File: src/rtl/pixel_window_scheduler_pkg.sv
// Shared chip package for the pixel window scheduler.
// Holds the scheduler state encoding and the default frame geometry.
package pixel_window_scheduler_pkg;

    localparam int unsigned PWS_NUM_PX = 4;   // pixel addresses per frame
    localparam int unsigned PWS_NUM_CH = 5;   // counter channels per pixel
    localparam int unsigned PWS_SETTLE = 3;   // cycles from osc stop to first readout

    typedef enum logic [2:0] {
        ST_IDLE,
        ST_CLEAR,
        ST_INTEGRATE,
        ST_SETTLE,
        ST_READ,
        ST_NEXT
    } pws_state_t;

endpackage

File: src/rtl/pixel_window_scheduler_window_timer.sv
// window_timer: loadable down-counter used for the integration window and the
// settle delay.
//   clk, clr_cntAcc : clock, async active-high reset
//   load, load_val  : load the counter with load_val (takes priority)
//   done            : high during the last counted cycle (count == 1)
module window_timer #(
    parameter int unsigned WIN_W = 23
) (
    input  logic             clk,
    input  logic             clr_cntAcc,
    input  logic             load,
    input  logic [WIN_W-1:0] load_val,
    output logic             done
);

    logic [WIN_W-1:0] cnt;

    always_ff @(posedge clk or posedge clr_cntAcc) begin
        if (clr_cntAcc) begin
            cnt <= '0;
        end else if (load) begin
            cnt <= load_val;
        end else if (cnt != '0) begin
            cnt <= cnt - WIN_W'(1);
        end
    end

    assign done = (cnt == WIN_W'(1));

endmodule

File: src/rtl/pixel_window_scheduler.sv
// pixel_window_scheduler: scans the enabled pixels of a frame; for each one it
// clears the counters, runs the oscillator for the integration window, waits
// for the counters to settle, then offers each channel for readout.
//   clk, clr_cntAcc   : clock, async active-high reset
//   start, cont       : frame start pulse, continuous (auto-restart) mode
//   win_len, px_mask  : integration window length, pixels to scan
//   ch_ack            : readout consumer accepted the offered channel
//   px_addr, en_osc, clr_counter : pixel counter control
//   ch_sel, ch_valid  : channel offered for readout
//   busy, frame_done  : frame in progress, one-cycle end-of-frame pulse
// All outputs are registered from the next-state decode.
module pixel_window_scheduler
    import pixel_window_scheduler_pkg::*;
#(
    parameter int unsigned NUM_PX = PWS_NUM_PX,
    parameter int unsigned NUM_CH = PWS_NUM_CH,
    parameter int unsigned WIN_W  = 23,
    parameter int unsigned SETTLE = PWS_SETTLE
) (
    input  logic              clk,
    input  logic              clr_cntAcc,
    input  logic              start,
    input  logic              cont,
    input  logic [WIN_W-1:0]  win_len,
    input  logic [NUM_PX-1:0] px_mask,
    input  logic              ch_ack,
    output logic [1:0]        px_addr,
    output logic              en_osc,
    output logic              clr_counter,
    output logic [2:0]        ch_sel,
    output logic              ch_valid,
    output logic              busy,
    output logic              frame_done
);

    localparam logic [2:0] LAST_CH = 3'(NUM_CH - 1);

    pws_state_t        state, nxt_state;
    logic [NUM_PX-1:0] mask_q, mask_d;
    logic [WIN_W-1:0]  win_q, win_d;
    logic [1:0]        px_addr_d;
    logic [2:0]        ch_sel_d;
    logic              ch_valid_d, en_osc_d, clr_counter_d, busy_d, frame_done_d;
    logic              tmr_load, tmr_done;
    logic [WIN_W-1:0]  tmr_val;
    logic              accept, last_ch;
    logic              nxt_found;
    logic [1:0]        nxt_bit;

    function automatic logic [1:0] low_bit(input logic [NUM_PX-1:0] m);
        logic [1:0] idx;
        idx = '0;
        for (int unsigned i = NUM_PX; i > 0; i--) begin
            if (m[i-1]) idx = 2'(i - 1);
        end
        return idx;
    endfunction

    assign accept  = ch_valid & ch_ack;
    assign last_ch = (ch_sel == LAST_CH);

    // Lowest latched mask bit strictly above the current pixel.
    always_comb begin
        nxt_found = 1'b0;
        nxt_bit   = '0;
        for (int unsigned i = NUM_PX; i > 0; i--) begin
            if (mask_q[i-1] && ((i - 1) > 32'(px_addr))) begin
                nxt_found = 1'b1;
                nxt_bit   = 2'(i - 1);
            end
        end
    end

    // One timer serves both phases: loaded with the window during CLEAR and
    // reloaded with the settle delay on the last integrate cycle.
    assign tmr_load = (state == ST_CLEAR) || ((state == ST_INTEGRATE) && tmr_done);
    assign tmr_val  = (state == ST_CLEAR) ? ((win_q == '0) ? WIN_W'(1) : win_q)
                                          : WIN_W'(SETTLE);

    window_timer #(.WIN_W(WIN_W)) u_window_timer (
        .clk        (clk),
        .clr_cntAcc (clr_cntAcc),
        .load       (tmr_load),
        .load_val   (tmr_val),
        .done       (tmr_done)
    );

    // State and output registers.
    always_ff @(posedge clk or posedge clr_cntAcc) begin
        if (clr_cntAcc) begin
            state       <= ST_IDLE;
            mask_q      <= '0;
            win_q       <= '0;
            px_addr     <= '0;
            en_osc      <= 1'b0;
            clr_counter <= 1'b1;
            ch_sel      <= '0;
            ch_valid    <= 1'b0;
            busy        <= 1'b0;
            frame_done  <= 1'b0;
        end else begin
            state       <= nxt_state;
            mask_q      <= mask_d;
            win_q       <= win_d;
            px_addr     <= px_addr_d;
            en_osc      <= en_osc_d;
            clr_counter <= clr_counter_d;
            ch_sel      <= ch_sel_d;
            ch_valid    <= ch_valid_d;
            busy        <= busy_d;
            frame_done  <= frame_done_d;
        end
    end

    // Next-state logic.
    always_comb begin
        nxt_state = state;
        unique case (state)
            ST_IDLE:      if (start && (px_mask != '0)) nxt_state = ST_CLEAR;
            ST_CLEAR:     nxt_state = ST_INTEGRATE;
            ST_INTEGRATE: if (tmr_done) nxt_state = ST_SETTLE;
            ST_SETTLE:    if (tmr_done) nxt_state = ST_READ;
            ST_READ:      if (accept && last_ch) nxt_state = ST_NEXT;
            ST_NEXT:      nxt_state = (nxt_found || cont) ? ST_CLEAR : ST_IDLE;
            default:      nxt_state = ST_IDLE;
        endcase
    end

    // Output logic (next values of the registered outputs).
    always_comb begin
        mask_d        = mask_q;
        win_d         = win_q;
        px_addr_d     = px_addr;
        ch_sel_d      = ch_sel;
        ch_valid_d    = ch_valid;
        frame_done_d  = 1'b0;
        en_osc_d      = (nxt_state == ST_INTEGRATE);
        clr_counter_d = (nxt_state == ST_CLEAR);
        busy_d        = (nxt_state != ST_IDLE);

        if (nxt_state == ST_CLEAR) win_d = win_len;

        unique case (state)
            ST_IDLE: begin
                if (start) begin
                    mask_d       = px_mask;
                    px_addr_d    = low_bit(px_mask);
                    frame_done_d = (px_mask == '0);
                end
            end
            ST_SETTLE: begin
                if (tmr_done) begin
                    ch_sel_d   = '0;
                    ch_valid_d = 1'b1;
                end
            end
            // Accept opens a one-cycle gap; the next channel is selected during
            // the gap so it is already stable when ch_valid returns.
            ST_READ: begin
                if (accept) begin
                    ch_valid_d = 1'b0;
                    ch_sel_d   = last_ch ? 3'd0 : ch_sel + 3'd1;
                end else if (!ch_valid) begin
                    ch_valid_d = 1'b1;
                end
            end
            ST_NEXT: begin
                if (nxt_found) begin
                    px_addr_d = nxt_bit;
                end else begin
                    frame_done_d = 1'b1;
                    if (cont) px_addr_d = low_bit(mask_q);
                end
            end
            default: ;
        endcase
    end

endmodule

File: config.mk
export PLATFORM = sky130hd
export DESIGN_NAME = pixel_window_scheduler
export DESIGN_NICKNAME = d
export VERILOG_FILES = /design/src/rtl/pixel_window_scheduler_pkg.sv /design/src/rtl/pixel_window_scheduler_window_timer.sv /design/src/rtl/pixel_window_scheduler.sv
export SDC_FILE = /design/constraint.sdc
export NUM_CORES = 1
export LEC_CHECK = 0
export CAP_MARGIN = 20
export CORE_MARGIN = 2
export CORE_UTILIZATION = 50
export CTS_CLUSTER_DIAMETER = 120
export DETAILED_ROUTE_END_ITERATION = 8
export GPL_TIMING_DRIVEN = 0
export PLACE_DENSITY = 0.76
export SYNTH_ARGS = -nofsm -noshare
export SYNTH_HDL_FRONTEND = slang
export SYNTH_SLANG_ARGS = --single-unit
File: constraint.sdc
create_clock -name clk -period 1.91 [get_ports clk]
set_input_delay 0.382 -clock clk [delete_from_list [all_inputs] [get_ports clk]]
set_output_delay 0.382 -clock clk [all_outputs]
set_load 0.01 [all_outputs]
Word-level counts from Yosys, hierarchy flattened
Index checks and enable logic that the tools add are counted.
{"block": "classes", "mux": 38, "addsub": 2, "eq_ne": 13, "bitwise_logic": 1, "order_cmp": 3, "reduce_logical": 21}
{"cell": "$mux 23", "count": 4}
{"cell": "$mux 2", "count": 14}
{"cell": "$eq 23x1->1 const B", "count": 1}
{"cell": "$logic_not 23->1", "count": 1}
{"cell": "$reduce_bool 23->1", "count": 1}
{"cell": "$sub 23x1->23 const B", "count": 1}
{"cell": "$mux 3", "count": 7}
{"cell": "$pmux 3 s6", "count": 1}
{"cell": "$eq 3x2->1 const B", "count": 3}
{"cell": "$eq 3x3->1 const B", "count": 3}
{"cell": "$mux 1", "count": 8}
{"cell": "$eq 3x1->1 const B", "count": 2}
{"cell": "$logic_and 1x1->1", "count": 6}
{"cell": "$ne 2x2->1 const B", "count": 3}
{"cell": "$pmux 3 s2", "count": 1}
{"cell": "$reduce_and 3->1", "count": 2}
{"cell": "$reduce_bool 2->1", "count": 3}
{"cell": "$gt 2x2->1 const A", "count": 2}
{"cell": "$logic_not 4->1", "count": 1}
{"cell": "$pmux 1 s2", "count": 2}
{"cell": "$pmux 2 s2", "count": 1}
{"cell": "$reduce_and 2->1", "count": 2}
{"cell": "$reduce_bool 4->1", "count": 1}
{"cell": "$add 3x1->3 const B", "count": 1}
{"cell": "6 further kinds", "count": 7}
{"block": "totals", "output_inout_bits": 10, "in_bits": 32, "word_cells": 89, "reg_bits": 63}

Depth between registers and ports, before layout
Gate-level depths: netlist (run 1).
{"block": "logic_depth", "depth_word": 9, "mapped_depth": 7}

Cells and area by module
Synthesis (run 1) repeated with hierarchy kept, for this count alone.
{"block": "hier_totals", "hier_cells": 346, "hier_area_um2": 3617.2}
{"module": "pixel_window_scheduler", "instances": 1, "cells_per_inst": 183, "area_per_inst_um2": 2118.3}
{"module": "window_timer", "instances": 1, "cells_per_inst": 163, "area_per_inst_um2": 1498.9}

Worst setup path before layout (run 1)
OpenSTA, ideal clock, no wires.
{"block": "synth_timing", "kind": "register -> register", "start": "register u_window_timer.cnt[5]", "end": "register u_window_timer.cnt[3]", "path_stages_with_launch": 7, "arrival_time_ns": 1.952, "synth_period_minus_slack_ns": 2.079, "path_buffers": 1, "path_slack_ns": -0.169, "required_ns": 1.783, "path_cell_list": "dfrtp_1 -> nor4_4 -> nand4_2 -> or4_1 -> buf_2 -> o211ai_2 -> o2bb2a_1"}
{"block": "synth_via", "elab_chain_cells": 4, "elab_cells_between_ends": 6}
{"element": "start, declared", "line": "pixel_window_scheduler_window_timer.sv:16", "text": "logic [WIN_W-1:0] cnt;"}
{"element": "start signal, assigned", "line": "pixel_window_scheduler_window_timer.sv:22", "text": "cnt <= load_val;"}
{"element": "start signal, assigned", "line": "pixel_window_scheduler_window_timer.sv:24", "text": "cnt <= cnt - WIN_W'(1);"}
{"element": "$eq 23x1->1", "line": "pixel_window_scheduler_window_timer.sv:28", "text": "assign done = (cnt == WIN_W'(1));"}
{"element": "$logic_and 1x1->1", "line": "pixel_window_scheduler.sv:76", "text": "assign tmr_load = (state == ST_CLEAR) || ((state == ST_INTEGRATE) && tmr_done);"}
{"element": "$logic_or 1x1->1", "line": "pixel_window_scheduler.sv:76"}
{"element": "$mux 23 / $reduce_bool 2->1 (equally long branches)"}
Parallel ways exist; a longest one is shown, timed or not.
A chain may end at the register's enable or synchronous reset.

Final worst setup path (run 1)
{"block": "layout_timing", "start": "register u_window_timer.cnt[17]", "end": "register state[0]"}
{"block": "layout_via", "elab_chain_cells": 3, "elab_cells_between_ends": 4}
{"element": "$eq 23x1->1 (*)", "line": "pixel_window_scheduler_window_timer.sv:28"}
{"element": "$mux 3 (on tied branches)", "line": "pixel_window_scheduler.sv:122, pixel_window_scheduler.sv:121"}
{"element": "$pmux 3 s6 (*)", "line": "pixel_window_scheduler.sv:118", "text": "unique case (state)"}
{"element": "via nxt_state[0]", "line": "pixel_window_scheduler.sv:38", "text": "pws_state_t state, nxt_state;"}
{"element": "end signal, assigned", "line": "pixel_window_scheduler.sv:102", "text": "state <= nxt_state;"}
{"element": "end, declared", "line": "pixel_window_scheduler.sv:38"}
Mark *: on every way through the listed nets, which the timed path passes. The rest lies on a longest branch.

==> flow_summary.yaml, run 1 <==
outcome:
  status: "complete, but fails checks"
  violations: "negative setup slack"
sta:
  max_slew_margin_pct: 51.90
  fin_setup_tns_ps: -2512
  rsz0062_at_grt: "yes"
  finClkSkew_ps: 9.788
  postLayoutSetupSlackWorst_ps: -150.6
  final-setup-viol-count: 25
  worst_slew_pin_slew_ps: 720.0
  fmax_mhz: 485.3
  report.final.slew_viol_count: 0
  fin_crit_sh_pct: 107.9
  fin_crit_ps: 2061
  hold_viol: 0
worst_setup_path:
  r2r_cells: 6
  cp.arrival_ps: 2270
  path_class: "reg2reg"
  timing.rr.end: "state[0]"
  rr_startpoint: "u_window_timer.cnt[17]"
  timing.critical_path.from_type: "flop"
  end_kind: "flop"
  critPathLaunch: "u_window_timer.cnt[17]"
  cp_max_fo: 4
  required_ps: 2120
  r2r_setup_slack_ps: -150
synthesis:
  yosysWarnings: 0
  syn_nets: 379
  ys_seq_area_share_pct: 46.69
  ys_async_sr_fraction_pct: 100.0
  yosysUniqueCellTypes: 58
  ys.flop_type: "dfrtp_1"
  synth_seq_cells: 63
  synthesis.area_per_instance_sq_um: 9.882
  netlist_instances: 342
  syn_area_sq_um: 3379
  synth-edff-count: 0
final_layout:
  final_cell_mix: "dfrtp_1, clkdlybuf4s50_1, nand2_1"
  nFillCells: 490
  final_cells: 501
  final_common_cell: "dfrtp_1"
  diodes: 0
  drive_gt1_share_pct: 28.30
  area_delta_synth_final_pct: 34.47
  final_nets: 456
  post-route-util_pct: 70.36
clocking:
  clkSinkCount: 63
  cts_buffer_depth: 2
  clk_latency_ps: 350
  clk_pin_slew_ps: 70
  htree_num_levels: 3
  root_buffer: "clkbuf_8"
  tritoncts: "built"
  cts_buffers: 9
global_routing:
  grt_pass1_wl_mm: 13.74
  grtUsageTotal_pct: 23.70
  grt_max_degree: 33
  grt_antenna_before_repair: 0
  grt_remaining_overflow: 0
  grt_pass1_vias: 2908
floorplan:
  die_w_um: 86.22
  placementRows: 29
  initial_core_util_pct: 52.32
  die_y_um: 86.22
  core_area_sq_um: 6459
  die_area_sq_um: 7433
  ios: 42
place:
  gp_congestion: 0.8846
  dp_slack_ps: -510.4
  dpl.hpwl_mm: 5.719
  numPortBuffers: 41
  dp.cells: 461
routing:
  drc: 0
  routedWlPerCell_um: 17.83
  dr_total_vias: 3048
  vias_per_cell: 6.084
  ant_nets: 0
  firstDrtPassIters: 5
  drtIter0Drc: 241
  wl_mm: 8.935
hold_path:
  hold_path.class: "in2async"
pwr:
  power.total_mw: 4.110
  power_density_nw_per_um2: 904.5
  p_leak_nw: 1.980
  ir_drop_mv: 0.5575
flow_run:
  cap_violations: 0
[per-layer routing]
metal,vias to the layer above,share of wire (%),wire length (um),global-route usage (%)
li1,1402,-,-,-
met1,1510,41,3699,30.51
met2,119,51,4571,39.89
met3,17,5.9,528,5.429
met4,0,1.5,136,7.670
met5,-,0,0,0
[kinds of logic (layout without fill, tap and decap cells)]
| kind of cell | after synthesis | count (layout) | share of synthesized area, % |
|---|---|---|---|
| AO/OA/AOI/OAI | 63 | 63 | 12.66 |
| XOR/XNOR | 16 | 16 | 4.146 |
| multiplexers | 27 | 27 | 8.960 |
| buffers and inverters | 21 | 102 | 2.517 |
| adder cells (fa/ha/maj) | 5 | 5 | 1.851 |
| AND/OR/NAND/NOR | 147 | 148 | 23.18 |
| flip-flops | 63 | 63 | 46.69 |
[state kept, by name, indices dropped and copies added (netlist names)]
| signal | count |
|---|---|
| frame_done | 1 |
| clr_counter | 1 |
| ch_valid | 1 |
| busy | 1 |
| state | 3 |
| mask_q | 4 |
| u_window_timer.cnt | 23 |
| ch_sel | 3 |
| en_osc | 1 |
| px_addr | 2 |
| win_q | 23 |
[cell type report]
type / instances / area, sq um / area share [%]
sequential: 63 / 1584 / 34.86
clock buffer: 14 / 182.7 / 4.020
clock inverter: 2 / 12.51 / 0.2753
tap: 77 / 96.34 / 2.120
inverter: 12 / 48.80 / 1.074
timing repair buffer: 65 / 606.8 / 13.35
buffer: 9 / 73.82 / 1.624
multi-input combinational: 259 / 1939 / 42.68
[cells in the mapped netlist (3+ instances only)]
library cell	number	area share (%)
dfrtp_1	62	46
nand2_1	40	4.4
nor2_1	27	3.0
mux2_2	26	8.7
o21ai_0	18	2.7
nor3_1	17	2.5
a21oi_1	14	2.1
inv_1	12	1.3
nand3_1	11	1.6
xnor2_1	10	2.6
nor4_1	8	1.5
nand2b_1	6	1.1
xor2_1	6	1.6
buf_2	5	0.74
ha_1	5	1.9
nand4_1	5	0.93
or3_1	5	0.93
clkbuf_1	4	0.44
nor2b_1	4	0.74
a21o_1	3	0.67
nand3b_1	3	0.67
nor3b_1	3	0.67
o211ai_1	3	0.67
or4_1	3	0.67
[through the flow]
stage | instance area [sq um] | hold slack [ps]
floorplan | 3421 | 465.9
global placement | 3928 | 486.5
detailed placement | 3948 | 502.8
CTS | 4388 | 510.3
global route | 4544 | 531.1
finish | 4544 | 494.1
[how the worst max path moves through the flow]
stage	to	slack, ps	cells past startpoint
after floorplan	u_window_timer.cnt[3]	-30	6
after global placement	u_window_timer.cnt[22]	-470	6
after detailed placement	u_window_timer.cnt[22]	-510	6
after CTS	u_window_timer.cnt[8]	-80	6
after global routing	u_window_timer.cnt[3]	-230	6
final	state[0]	-150	6
[worst max-delay path, cell delays in order, from the launching register on]
cell,delay [ps]
dfrtp_1,420
buf_4,150
or4_1,580
nor3_2,190
and4_4,280
xnor2_1,140
o2111ai_1,140
[report_power, final]
| part | total, mW | internal (mW) | switching (mW) |
|---|---|---|---|
| logic | 1.16 | 0.606 | 0.553 |
| registers | 1.83 | 1.54 | 0.289 |
| clock network | 1.12 | 0.611 | 0.510 |
| total | 4.11 | 2.76 | 1.35 |
[what timing repair did]
item	in CTS	in global routing
resized for setup	34	33
buffers inserted	16	8
pin swaps	8	17
gates cloned	0	1
hold buffers	0	0
endpoints found under the setup margin	53	48
(Power assumes the default switching activity.)
==> run 2, diff against run 1 <==
Settings changed: CELL_PAD_IN_SITES_DETAIL_PLACEMENT set to 0, CELL_PAD_IN_SITES_GLOBAL_PLACEMENT set to 1, CORE_UTILIZATION 50 to 39, PLACE_DENSITY 0.76 to 0.8.
==> flow_summary.yaml, run 2 (synthesis gave the netlist of run 1 again) <==
final_layout:
  final_nets: 442
  drive_gt1_share_pct: 23.90
  final_cell_mix: "dfrtp_1, clkdlybuf4s50_1, nand2_1"
  design_area_sq_um: 4395
  area_delta_synth_final_pct: 30.06
  final_common_cell: "dfrtp_1"
  diodes: 0
  top_regs: "u_window_timer.cnt: 23 flops, win_q: 23 flops, mask_q: 4 flops"
worst_setup_path:
  r2r_setup_slack_ps: -110
  cp.arrival_ps: 2250
  crit_family: "simple AND/OR/NAND/NOR gates"
  timing.rr.end: "u_window_timer.cnt[3]"
  cp_max_fo: 8
  rr_startpoint: "u_window_timer.cnt[3]"
  path_class: "reg2reg"
  critPathMaxStageDelay_ps: 470
  critPathLaunch: "u_window_timer.cnt[3]"
  cp_num_cells: 6
  timing.critical_path.from_type: "flop"
  worstPathCellList: "nor4_4 -> nand4_4 -> or4_4 -> buf_12 -> o211ai_2 -> o2bb2a_4"
  r2r_cells: 6
  slowest_stage: "or4_4"
  endpoint: "u_window_timer.cnt[3]"
  end_kind: "flop"
  critPathBufInv: 1
  required_ps: 2140
pwr:
  p_seq_share_pct: 47.1
  p_sw_mw: 1.333
  switching_share_pct: 34.37
  power_density_nw_per_um2: 882.6
  ir_drop_mv: 0.5849
  clkPwrFrac_pct: 25.5
  power_frac_comb_pct: 27.3
  power.total_mw: 3.879
  p_leak_nw: 1.858
  p_int_mw: 2.546
routing:
  drtIter0Drc: 195
  vias_per_cell: 5.594
  wl_mm: 8.473
  dr_total_vias: 2881
  firstDrtPassIters: 5
  ant_nets: 0
  routedWlPerCell_um: 16.45
  drc: 0
global_routing:
  grt_pass1_wl_mm: 14.12
  grt_antenna_before_repair: 0
  grtUsageTotal_pct: 18.65
  grt_max_degree: 41
  grt_pass1_vias: 2842
  grt_remaining_overflow: 0
clocking:
  cts_buffers: 9
  cts_buffer_depth: 2
  root_buffer: "clkbuf_8"
  clk_pin_slew_ps: 80
  htree_num_levels: 3
  clkSinkCount: 63
  tritoncts: "built"
  clk_latency_ps: 340
sta:
  hold_viol: 0
  rsz0062_at_grt: "yes"
  max_slew_margin_pct: 61.93
  fin_crit_ps: 2018
  worst_slew_pin_slew_ps: 569.9
  fin_setup_tns_ps: -1732
  postLayoutSetupSlackWorst_ps: -108.3
  finClkSkew_ps: 13.43
  report.final.slew_viol_count: 0
  fin_crit_sh_pct: 105.7
  final-setup-viol-count: 26
  fmax_mhz: 495.5
outcome:
  status: "complete, but fails checks"
  violations: "negative setup slack"
floorplan:
  ios: 42
  placementRows: 33
  die_area_sq_um: 9426
  initial_core_util_pct: 40.72
  die_y_um: 97.09
  die_w_um: 97.09
  core_area_sq_um: 8299
place:
  place_area_sq_um: 3983
  numPortBuffers: 41
  gp_congestion: 0.8507
  dp_slack_ps: -485.1
  dpl.hpwl_mm: 5.835
flow_run:
  cap_violations: 0
hold_path:
  hold_path.class: "in2async"
[run 2: stage by stage]
stage	util, %	cells	hold slack, ps
final	52.96	515	441.1
after global routing	52.96	515	484.4
after CTS	51.98	514	454.3
after detailed placement	47.99	489	498.1
after global placement	47.75	488	497.1
after floorplan	-	342	465.9
[run 2: worst min-delay path by stage]
stage / from / end / slack (ps) / cells after the start
finish: clr_cntAcc / mask_q[3] / 440 / 2
detailed placement: win_q[15] / u_window_timer.cnt[15] / 500 / 2
global route: clr_cntAcc / win_q[18] / 480 / 2
global placement: win_q[13] / u_window_timer.cnt[13] / 500 / 2
floorplan: win_q[7] / u_window_timer.cnt[7] / 470 / 2
CTS: clr_cntAcc / frame_done / 450 / 2
[run 2: power by group through the flow]
| stage | Sequential (mW) | Clock [mW] | Combinational, mW |
|---|---|---|---|
| 2_1_floorplan | 1.76 | 0 | 0.625 |
| 6_report | 1.83 | 0.991 | 1.06 |
| 5_1_grt | 1.86 | 1.07 | 1.16 |
| 4_1_cts | 1.82 | 1.01 | 1.00 |
| 3_5_place_dp | 1.82 | 0 | 0.827 |
| 3_3_place_gp | 1.81 | 0 | 0.806 |
[run 2: what timing repair did]
item | 4_1_cts | 5_1_grt
buffers inserted | 8 | 1
resized for setup | 26 | 23
gates cloned | 1 | 0
setup endpoints to repair | 54 | 46
hold buffers | 0 | 0
pin swaps | 5 | 5
[run 2: area by class of cell]
cell class	count	area (sq um)
multi-input combinational	259	1912
timing repair buffer	51	498.0
fill	748	3904
clock inverter	5	27.53
clock buffer	11	131.4
inverter	12	48.80
tap	105	131.4
sequential	63	1580
buffer	9	66.31
[run 2: metal layers]
metal	wire length [um]	global-route usage, %
met3	366	3.309
met4	141	7.909
met1	4045	26.26
met5	0	0
met2	3920	28.37
